===== config.mk =====
export PLATFORM = sky130hd
export DESIGN_NAME = sram_march_sequencer
export DESIGN_NICKNAME = d
export VERILOG_FILES = /design/src/rtl/sram_march_sequencer.sv
export SDC_FILE = /design/constraint.sdc
export NUM_CORES = 1
export LEC_CHECK = 0
export CAP_MARGIN = 0
export CORE_MARGIN = 2
export CORE_UTILIZATION = 30
export CTS_CLUSTER_DIAMETER = 80
export DETAILED_ROUTE_END_ITERATION = 8
export PLACE_DENSITY_LB_ADDON = 0.15
export SETUP_SLACK_MARGIN = 0.15
export SYNTH_ARGS = -nofsm -noshare
export SYNTH_HDL_FRONTEND = slang
export SYNTH_SLANG_ARGS = --single-unit

===== constraint.sdc =====
create_clock -name clk -period 3.9 [get_ports clk]
set_clock_uncertainty 0.05 [all_clocks]
set_input_delay 0.78 -clock clk [delete_from_list [all_inputs] [get_ports clk]]
set_output_delay 0.78 -clock clk [all_outputs]
set_load 0.005 [all_outputs]

===== src/rtl/sram_march_sequencer.sv =====
// sram_march_sequencer: March C- self-test controller for one single-port OpenRAM macro.
// Build option MARCH_STOP_ON_FAIL_EN: the first miscompare ends the run like an abort.
module sram_march_sequencer #(
   parameter int ADDR_W   = 8,
   parameter int DATA_W   = 32,
   parameter int READ_LAT = 1,
   parameter int ERRCNT_W = 16
) (
   input  logic                clk,
   input  logic                reset,
   input  logic                start,
   input  logic                abort,
   input  logic [ADDR_W-1:0]   addr_first,
   input  logic [ADDR_W-1:0]   addr_last,
   input  logic [DATA_W-1:0]   pattern,
   output logic                sram_csb,
   output logic                sram_web,
   output logic [ADDR_W-1:0]   sram_addr,
   output logic [DATA_W-1:0]   sram_din,
   input  logic [DATA_W-1:0]   sram_dout,
   output logic                busy,
   output logic                done,
   output logic                pass,
   output logic                cfg_err,
   output logic [ERRCNT_W-1:0] err_count,
   output logic [ADDR_W-1:0]   fail_addr,
   output logic [DATA_W-1:0]   fail_data
);

   typedef enum logic [1:0] {
      S_IDLE  = 2'd0,
      S_RUN   = 2'd1,
      S_DRAIN = 2'd2,
      S_FIN   = 2'd3
   } state_t;

   localparam logic [ERRCNT_W-1:0] ERR_ZERO = {ERRCNT_W{1'b0}};
   localparam logic [ERRCNT_W-1:0] ERR_ONE  = {{(ERRCNT_W-1){1'b0}}, 1'b1};
   localparam logic [ERRCNT_W-1:0] ERR_MAX  = {ERRCNT_W{1'b1}};
   localparam logic [ADDR_W-1:0]   ADDR_ONE = {{(ADDR_W-1){1'b0}}, 1'b1};
   localparam logic [ADDR_W-1:0]   ADDR_ZERO = {ADDR_W{1'b0}};
   localparam logic [DATA_W-1:0]   DATA_ZERO = {DATA_W{1'b0}};
   localparam logic [2:0]          DRAIN_LAST = 3'(READ_LAT - 1);

   // Elements 3 and 4 walk the window downwards.
   function automatic logic is_down(input logic [2:0] elem);
      return (elem == 3'd3) || (elem == 3'd4);
   endfunction

   function automatic logic two_ops(input logic [2:0] elem);
      return (elem != 3'd0) && (elem != 3'd5);
   endfunction

   function automatic logic is_write(input logic [2:0] elem, input logic phase);
      return (elem == 3'd0) || (two_ops(elem) && phase);
   endfunction

   // 1 selects the inverted background word for this op.
   function automatic logic data_one(input logic [2:0] elem, input logic phase);
      logic one;
      case (elem)
         3'd1, 3'd3: one = phase;
         3'd2, 3'd4: one = ~phase;
         default:    one = 1'b0;
      endcase
      return one;
   endfunction

   state_t              state_r, state_nx;
   logic [2:0]          elem_r, elem_nx;
   logic                phase_r, phase_nx;
   logic [ADDR_W-1:0]   addr_r, addr_nx;
   logic [2:0]          drain_cnt_r, drain_nx;
   logic [ADDR_W-1:0]   first_r, last_r;
   logic [DATA_W-1:0]   pat_r;
   logic                csb_r, web_r;
   logic [DATA_W-1:0]   din_r;
   logic                op_rd_r;
   logic [DATA_W-1:0]   op_exp_r;
   logic                busy_r, done_r, pass_r, cfg_err_r, aborted_r;
   logic [ERRCNT_W-1:0] err_cnt_r, err_nx;
   logic [ADDR_W-1:0]   fail_addr_r, fail_addr_nx;
   logic [DATA_W-1:0]   fail_data_r, fail_data_nx;
   logic                pass_nx, cfg_err_nx, aborted_nx;

   logic                pipe_vld_r  [READ_LAT];
   logic [ADDR_W-1:0]   pipe_addr_r [READ_LAT];
   logic [DATA_W-1:0]   pipe_exp_r  [READ_LAT];

   logic                issue_s, cfg_bad_s, start_ok_s, mismatch_s, stop_s;
   logic                last_op_s, in_busy_s, wr_nx_s;
   logic [ADDR_W-1:0]   elem_end_s;
   logic [DATA_W-1:0]   pat_sel_s, word_s;

   assign cfg_bad_s  = addr_first > addr_last;
   assign start_ok_s = (state_r == S_IDLE) && start;
   assign in_busy_s  = (state_r == S_RUN) || (state_r == S_DRAIN);
   assign elem_end_s = is_down(elem_r) ? first_r : last_r;
   assign last_op_s  = (elem_r == 3'd5) && (addr_r == last_r);
   assign mismatch_s = pipe_vld_r[READ_LAT-1] && (sram_dout != pipe_exp_r[READ_LAT-1]);
`ifdef MARCH_STOP_ON_FAIL_EN
   assign stop_s     = abort || mismatch_s;
`else
   assign stop_s     = abort;
`endif

   // Next-op sequencing: elem/phase/addr always describe the op currently on the bus.
   always_comb begin
      state_nx = state_r;
      elem_nx  = elem_r;
      phase_nx = phase_r;
      addr_nx  = addr_r;
      drain_nx = drain_cnt_r;
      issue_s  = 1'b0;
      case (state_r)
         S_IDLE: begin
            if (start && cfg_bad_s) begin
               state_nx = S_FIN;
            end else if (start) begin
               state_nx = S_RUN;
               elem_nx  = 3'd0;
               phase_nx = 1'b0;
               addr_nx  = addr_first;
               issue_s  = 1'b1;
            end else begin
               state_nx = S_IDLE;
            end
         end
         S_RUN: begin
            if (stop_s || last_op_s) begin
               state_nx = S_DRAIN;
               drain_nx = 3'd0;
            end else begin
               issue_s = 1'b1;
               if (two_ops(elem_r) && !phase_r) begin
                  phase_nx = 1'b1;
               end else if (addr_r == elem_end_s) begin
                  // Element ends on address equality, so a window at the top never wraps.
                  elem_nx  = elem_r + 3'd1;
                  phase_nx = 1'b0;
                  addr_nx  = is_down(elem_r + 3'd1) ? last_r : first_r;
               end else begin
                  phase_nx = 1'b0;
                  addr_nx  = is_down(elem_r) ? (addr_r - ADDR_ONE) : (addr_r + ADDR_ONE);
               end
            end
         end
         S_DRAIN: begin
            if (drain_cnt_r == DRAIN_LAST) begin
               state_nx = S_FIN;
            end else begin
               drain_nx = drain_cnt_r + 3'd1;
            end
         end
         S_FIN: begin
            state_nx = S_IDLE;
         end
         default: begin
            state_nx = S_IDLE;
         end
      endcase
   end

   // Data word of the op about to be issued; the first op uses the live pattern.
   always_comb begin
      wr_nx_s   = is_write(elem_nx, phase_nx);
      pat_sel_s = (state_r == S_IDLE) ? pattern : pat_r;
      word_s    = data_one(elem_nx, phase_nx) ? ~pat_sel_s : pat_sel_s;
   end

   // Result bookkeeping: saturating miscompare count, first-fail capture, pass/abort flags.
   always_comb begin
      err_nx       = err_cnt_r;
      fail_addr_nx = fail_addr_r;
      fail_data_nx = fail_data_r;
      pass_nx      = pass_r;
      cfg_err_nx   = cfg_err_r;
      aborted_nx   = aborted_r;
      if (start_ok_s) begin
         err_nx       = ERR_ZERO;
         fail_addr_nx = ADDR_ZERO;
         fail_data_nx = DATA_ZERO;
         pass_nx      = 1'b0;
         cfg_err_nx   = cfg_bad_s;
         aborted_nx   = 1'b0;
      end else begin
         if (mismatch_s && (err_cnt_r == ERR_ZERO)) begin
            fail_addr_nx = pipe_addr_r[READ_LAT-1];
            fail_data_nx = sram_dout;
         end else begin
            fail_addr_nx = fail_addr_r;
            fail_data_nx = fail_data_r;
         end
         if (mismatch_s && (err_cnt_r != ERR_MAX)) begin
            err_nx = err_cnt_r + ERR_ONE;
         end else begin
            err_nx = err_cnt_r;
         end
         if (abort && in_busy_s) begin
            aborted_nx = 1'b1;
         end else begin
            aborted_nx = aborted_r;
         end
         if ((state_r == S_DRAIN) && (state_nx == S_FIN)) begin
            pass_nx = (err_nx == ERR_ZERO) && !aborted_nx;
         end else begin
            pass_nx = pass_r;
         end
      end
   end

   // Control, bus and result registers.
   always_ff @(posedge clk) begin
      if (reset) begin
         state_r     <= S_IDLE;
         elem_r      <= 3'd0;
         phase_r     <= 1'b0;
         addr_r      <= ADDR_ZERO;
         drain_cnt_r <= 3'd0;
         first_r     <= ADDR_ZERO;
         last_r      <= ADDR_ZERO;
         pat_r       <= DATA_ZERO;
         csb_r       <= 1'b1;
         web_r       <= 1'b1;
         din_r       <= DATA_ZERO;
         op_rd_r     <= 1'b0;
         op_exp_r    <= DATA_ZERO;
         busy_r      <= 1'b0;
         done_r      <= 1'b0;
         pass_r      <= 1'b0;
         cfg_err_r   <= 1'b0;
         aborted_r   <= 1'b0;
         err_cnt_r   <= ERR_ZERO;
         fail_addr_r <= ADDR_ZERO;
         fail_data_r <= DATA_ZERO;
      end else begin
         state_r     <= state_nx;
         elem_r      <= elem_nx;
         phase_r     <= phase_nx;
         addr_r      <= addr_nx;
         drain_cnt_r <= drain_nx;
         if (start_ok_s) begin
            first_r <= addr_first;
            last_r  <= addr_last;
            pat_r   <= pattern;
         end else begin
            first_r <= first_r;
            last_r  <= last_r;
            pat_r   <= pat_r;
         end
         if (issue_s) begin
            csb_r    <= 1'b0;
            web_r    <= ~wr_nx_s;
            din_r    <= wr_nx_s ? word_s : din_r;
            op_rd_r  <= ~wr_nx_s;
            op_exp_r <= word_s;
         end else begin
            csb_r    <= 1'b1;
            web_r    <= 1'b1;
            din_r    <= din_r;
            op_rd_r  <= 1'b0;
            op_exp_r <= op_exp_r;
         end
         busy_r      <= (state_nx == S_RUN) || (state_nx == S_DRAIN);
         done_r      <= (state_nx == S_FIN);
         pass_r      <= pass_nx;
         cfg_err_r   <= cfg_err_nx;
         aborted_r   <= aborted_nx;
         err_cnt_r   <= err_nx;
         fail_addr_r <= fail_addr_nx;
         fail_data_r <= fail_data_nx;
      end
   end

   // Compare pipeline: each read's expectation meets sram_dout READ_LAT cycles later.
   always_ff @(posedge clk) begin
      if (reset) begin
         for (int i = 0; i < READ_LAT; i++) begin
            pipe_vld_r[i]  <= 1'b0;
            pipe_addr_r[i] <= ADDR_ZERO;
            pipe_exp_r[i]  <= DATA_ZERO;
         end
      end else begin
         pipe_vld_r[0]  <= op_rd_r && !csb_r;
         pipe_addr_r[0] <= addr_r;
         pipe_exp_r[0]  <= op_exp_r;
         for (int i = 1; i < READ_LAT; i++) begin
            pipe_vld_r[i]  <= pipe_vld_r[i-1];
            pipe_addr_r[i] <= pipe_addr_r[i-1];
            pipe_exp_r[i]  <= pipe_exp_r[i-1];
         end
      end
   end

   assign sram_csb  = csb_r;
   assign sram_web  = web_r;
   assign sram_addr = addr_r;
   assign sram_din  = din_r;
   assign busy      = busy_r;
   assign done      = done_r;
   assign pass      = pass_r;
   assign cfg_err   = cfg_err_r;
   assign err_count = err_cnt_r;
   assign fail_addr = fail_addr_r;
   assign fail_data = fail_data_r;

endmodule

==> qor.csv, run 1 <==
metric;value;unit
diodes;0;
pin_count;186;
dr_total_vias;10764;
fp.dieW;204;um
port-buffer-count;185;
cts_max_level;1;
fmax;282;MHz
ys_dominant_reg_cell;dfxtp_1;
critPathBufInv;2;
grt_max_degree;73;
clk_pin_slew_worst_paths;0.06;ns
synth_edf_count;0;
gr-total-overflow;0;
cts_hold_buffers;0;
slew_headroom;35.8;%
period_share;90.8;%
power.leakage;6.34;nW
dp_hpwl;27500;um
cts.sinks;234;
synthCells;1402;
core_area;39500;um^2
drive_gt1_share;14.3;%
cts_tree;built;
cts_setup_buffers;0;
cts_buffer_depth;3;
hp-start;sram_csb;
synth_area_per_cell;8.54;um^2
fin_nets;1706;
viasPerCell;5.01;
p_total;7.84;mW
ir_drop;0.000287;V
seq_area_frac_synth;39.1;%
antenna_found_initial;1;
crit_start;elem_r[0];
track_usage;18.4;%
area_growth;35.0;%
die_h;204;um
grt_pass1_wl;61000;um
tightest_slew;0.956;ns
critPathLaunchType;flop;
slew_viol_final;0;
gp_congestion;0.851;
yosys_warnings;0;
async_reset_ff_share;0;%
syn_area;12000;um^2
wl;38600;um
numCtsBuffers;31;
hold_ws;0.389;ns
grt_pass1_vias;10530;
status;finished clean;
critical_path_peak_fanout;10;
power_density;485;nW/um^2
initial_utilization;30.3;%
clock_latency;0.57;ns
slowest_delay;0.60;ns
finalHoldViolCount;0;
firstDrtPassIters;5;
ys_ff_latch;234;
setup_violations;0;
r2r-start;elem_r[0];
arrival;3.96;ns
max_cap_viol_count;0;
drc_errors;0;
period_needed;3.54;ns
cts-root-buf;clkbuf_16;
cp_slowest_cell;or4_4;
synth_cell_types;74;
endpoint_kind;flop;
antenna_left;0;
rows;73;
path_delay_family;compound AO/OA/AOI/OAI gates;
syn_nets;1509;
design.die.area;41500;um^2
hold_class;reg2reg;
first_iter_violations;644;
timing.critical_path.required;4.32;ns
path_cells;inv_1, ha_1, mux2_4, mux2i_2, xnor2_2, or4_4, nor3_4, a311o_2, o21ai_2, a211o_1, buf_12, a2111oi_2;
wl_per_cell;18.0;um
rsz0062_at_grt;false;
worstSetupPathType;reg2reg;
path summary, 6_finish.rpt:
kind | to | slack, ns | cells past startpoint
min reg2reg | pipe_vld_r[0] | 0.39 | 1
max | sram_din[6] | 0.36 | 12
min | pipe_vld_r[0] | 0.39 | 1
max reg2reg | sram_din[6] | 0.36 | 12
kinds of logic (layout without fill, tap and decap cells):
| group | Yosys count | count (layout) | synth area share [%] |
|---|---|---|---|
| AO/OA/AOI/OAI | 268 | 268 | 16.0 |
| XOR/XNOR | 72 | 72 | 5.33 |
| multiplexers | 106 | 106 | 9.26 |
| adder cells (fa/ha/maj) | 23 | 23 | 2.40 |
| flip-flops | 234 | 234 | 39.1 |
| AND/OR/NAND/NOR | 538 | 538 | 22.5 |
| buffers and inverters | 161 | 383 | 5.38 |
synthesized netlist by cell type (11+ instances only):
master	n	share of area, %
a211oi_1	19	1.2
a21oi_1	90	3.8
a22oi_1	26	1.6
a32o_1	13	1.1
and3_1	15	0.78
buf_2	17	0.71
clkbuf_1	83	2.6
dfxtp_1	234	39
ha_1	23	2.4
inv_1	51	1.6
mux2_2	34	3.2
mux2i_1	71	5.9
nand2_1	148	4.6
nand2b_1	24	1.3
nand3_1	33	1.4
nand4_1	35	1.8
nor2_1	150	4.7
nor2b_1	48	2.5
nor3_1	19	0.79
nor4_1	24	1.3
o211ai_1	23	1.4
o22ai_1	11	0.57
o311ai_0	11	0.80
o31ai_1	11	0.69
xnor2_1	25	1.8
xor2_1	46	3.4
power breakdown:
group / switching [mW] / internal, mW / total, mW
clock: 1.15 / 2.09 / 3.24
sequential: 0.196 / 2.63 / 2.83
combinational: 0.924 / 0.843 / 1.77
what timing repair did:
action                     in CTS  in global routing
setup endpoints to repair       1                 65
resized for setup               1                 14
pin swaps                       0                  1
per-layer routing:
layer | routed length, um | track usage, % | share of wire, % | up-vias
met5 | 0 | 0 | 0 | -
met4 | 614 | 4.17 | 1.6 | 0
met3 | 2130 | 2.38 | 5.5 | 41
met2 | 16700 | 28.3 | 43 | 312
met1 | 19200 | 27.1 | 50 | 5042
li1 | - | - | - | 5369
layout make-up:
type / instances / area [um^2]
Timing Repair Buffer: 274 / 2740
Tap cell: 525 / 657
Inverter: 51 / 191
Clock buffer: 37 / 858
Sequential cell: 234 / 4690
Clock inverter: 21 / 320
Fill cell: 3930 / 23400
Multi-Input combinational cell: 1007 / 6710
cells in the final DEF, fill, tap and decap left out, drive strengths merged, types with 4 or more instances in the layout:
master         instances
dfxtp                234
clkdlybuf4s50        184
nor2                 150
nand2                148
a21oi                 91
buf                   90
mux2i                 71
inv                   53
nor2b                 48
xor2                  46
clkbuf                37
nand4                 35
nand3                 35
mux2                  35
a22oi                 26
xnor2                 26
nor4                  25
o211ai                24
nand2b                24
ha                    23
nor3                  20
a211oi                19
and3                  15
nor4b                 14
a32o                  13
o21ai                 13
o22ai                 11
o31ai                 11
a2111oi               11
o311ai                11
clkinv                 8
bufinv                 8
a31oi                  6
and2                   5
and4                   4
nor3b                  4
per-stage QoR:
stage / std cells / TNS [ns] / instance area, um^2 / worst slack [ns] / utilization (%)
floorplan: 1402 / 0 / 12000 / 0.487 / -
global placement: 2091 / -2.10 / 14900 / -0.229 / 37.8
detailed placement: 2091 / -2.84 / 14900 / -0.237 / 37.8
CTS: 2149 / 0 / 16100 / 0.193 / 40.8
global route: 2149 / 0 / 16200 / 0.190 / 40.9
finish: 2149 / 0 / 16200 / 0.360 / 40.9
state kept, by name, indices dropped and copies added (netlist names), 8 cells and up:
name,count
fail_data,32
op_exp_r,32
pat_r,32
pipe_exp_r,32
sram_din,32
err_count,16
fail_addr,8
first_r,8
last_r,8
pipe_addr_r,8
sram_addr,8
Note: power is estimated with default switching activity, not from simulation.
==> inputs of run 2 (changes only) <==
Settings changed: GPL_ROUTABILITY_DRIVEN set to 1.
==> results of run 2 <==
Final layout, timing and power as in run 1 (identical DEF).
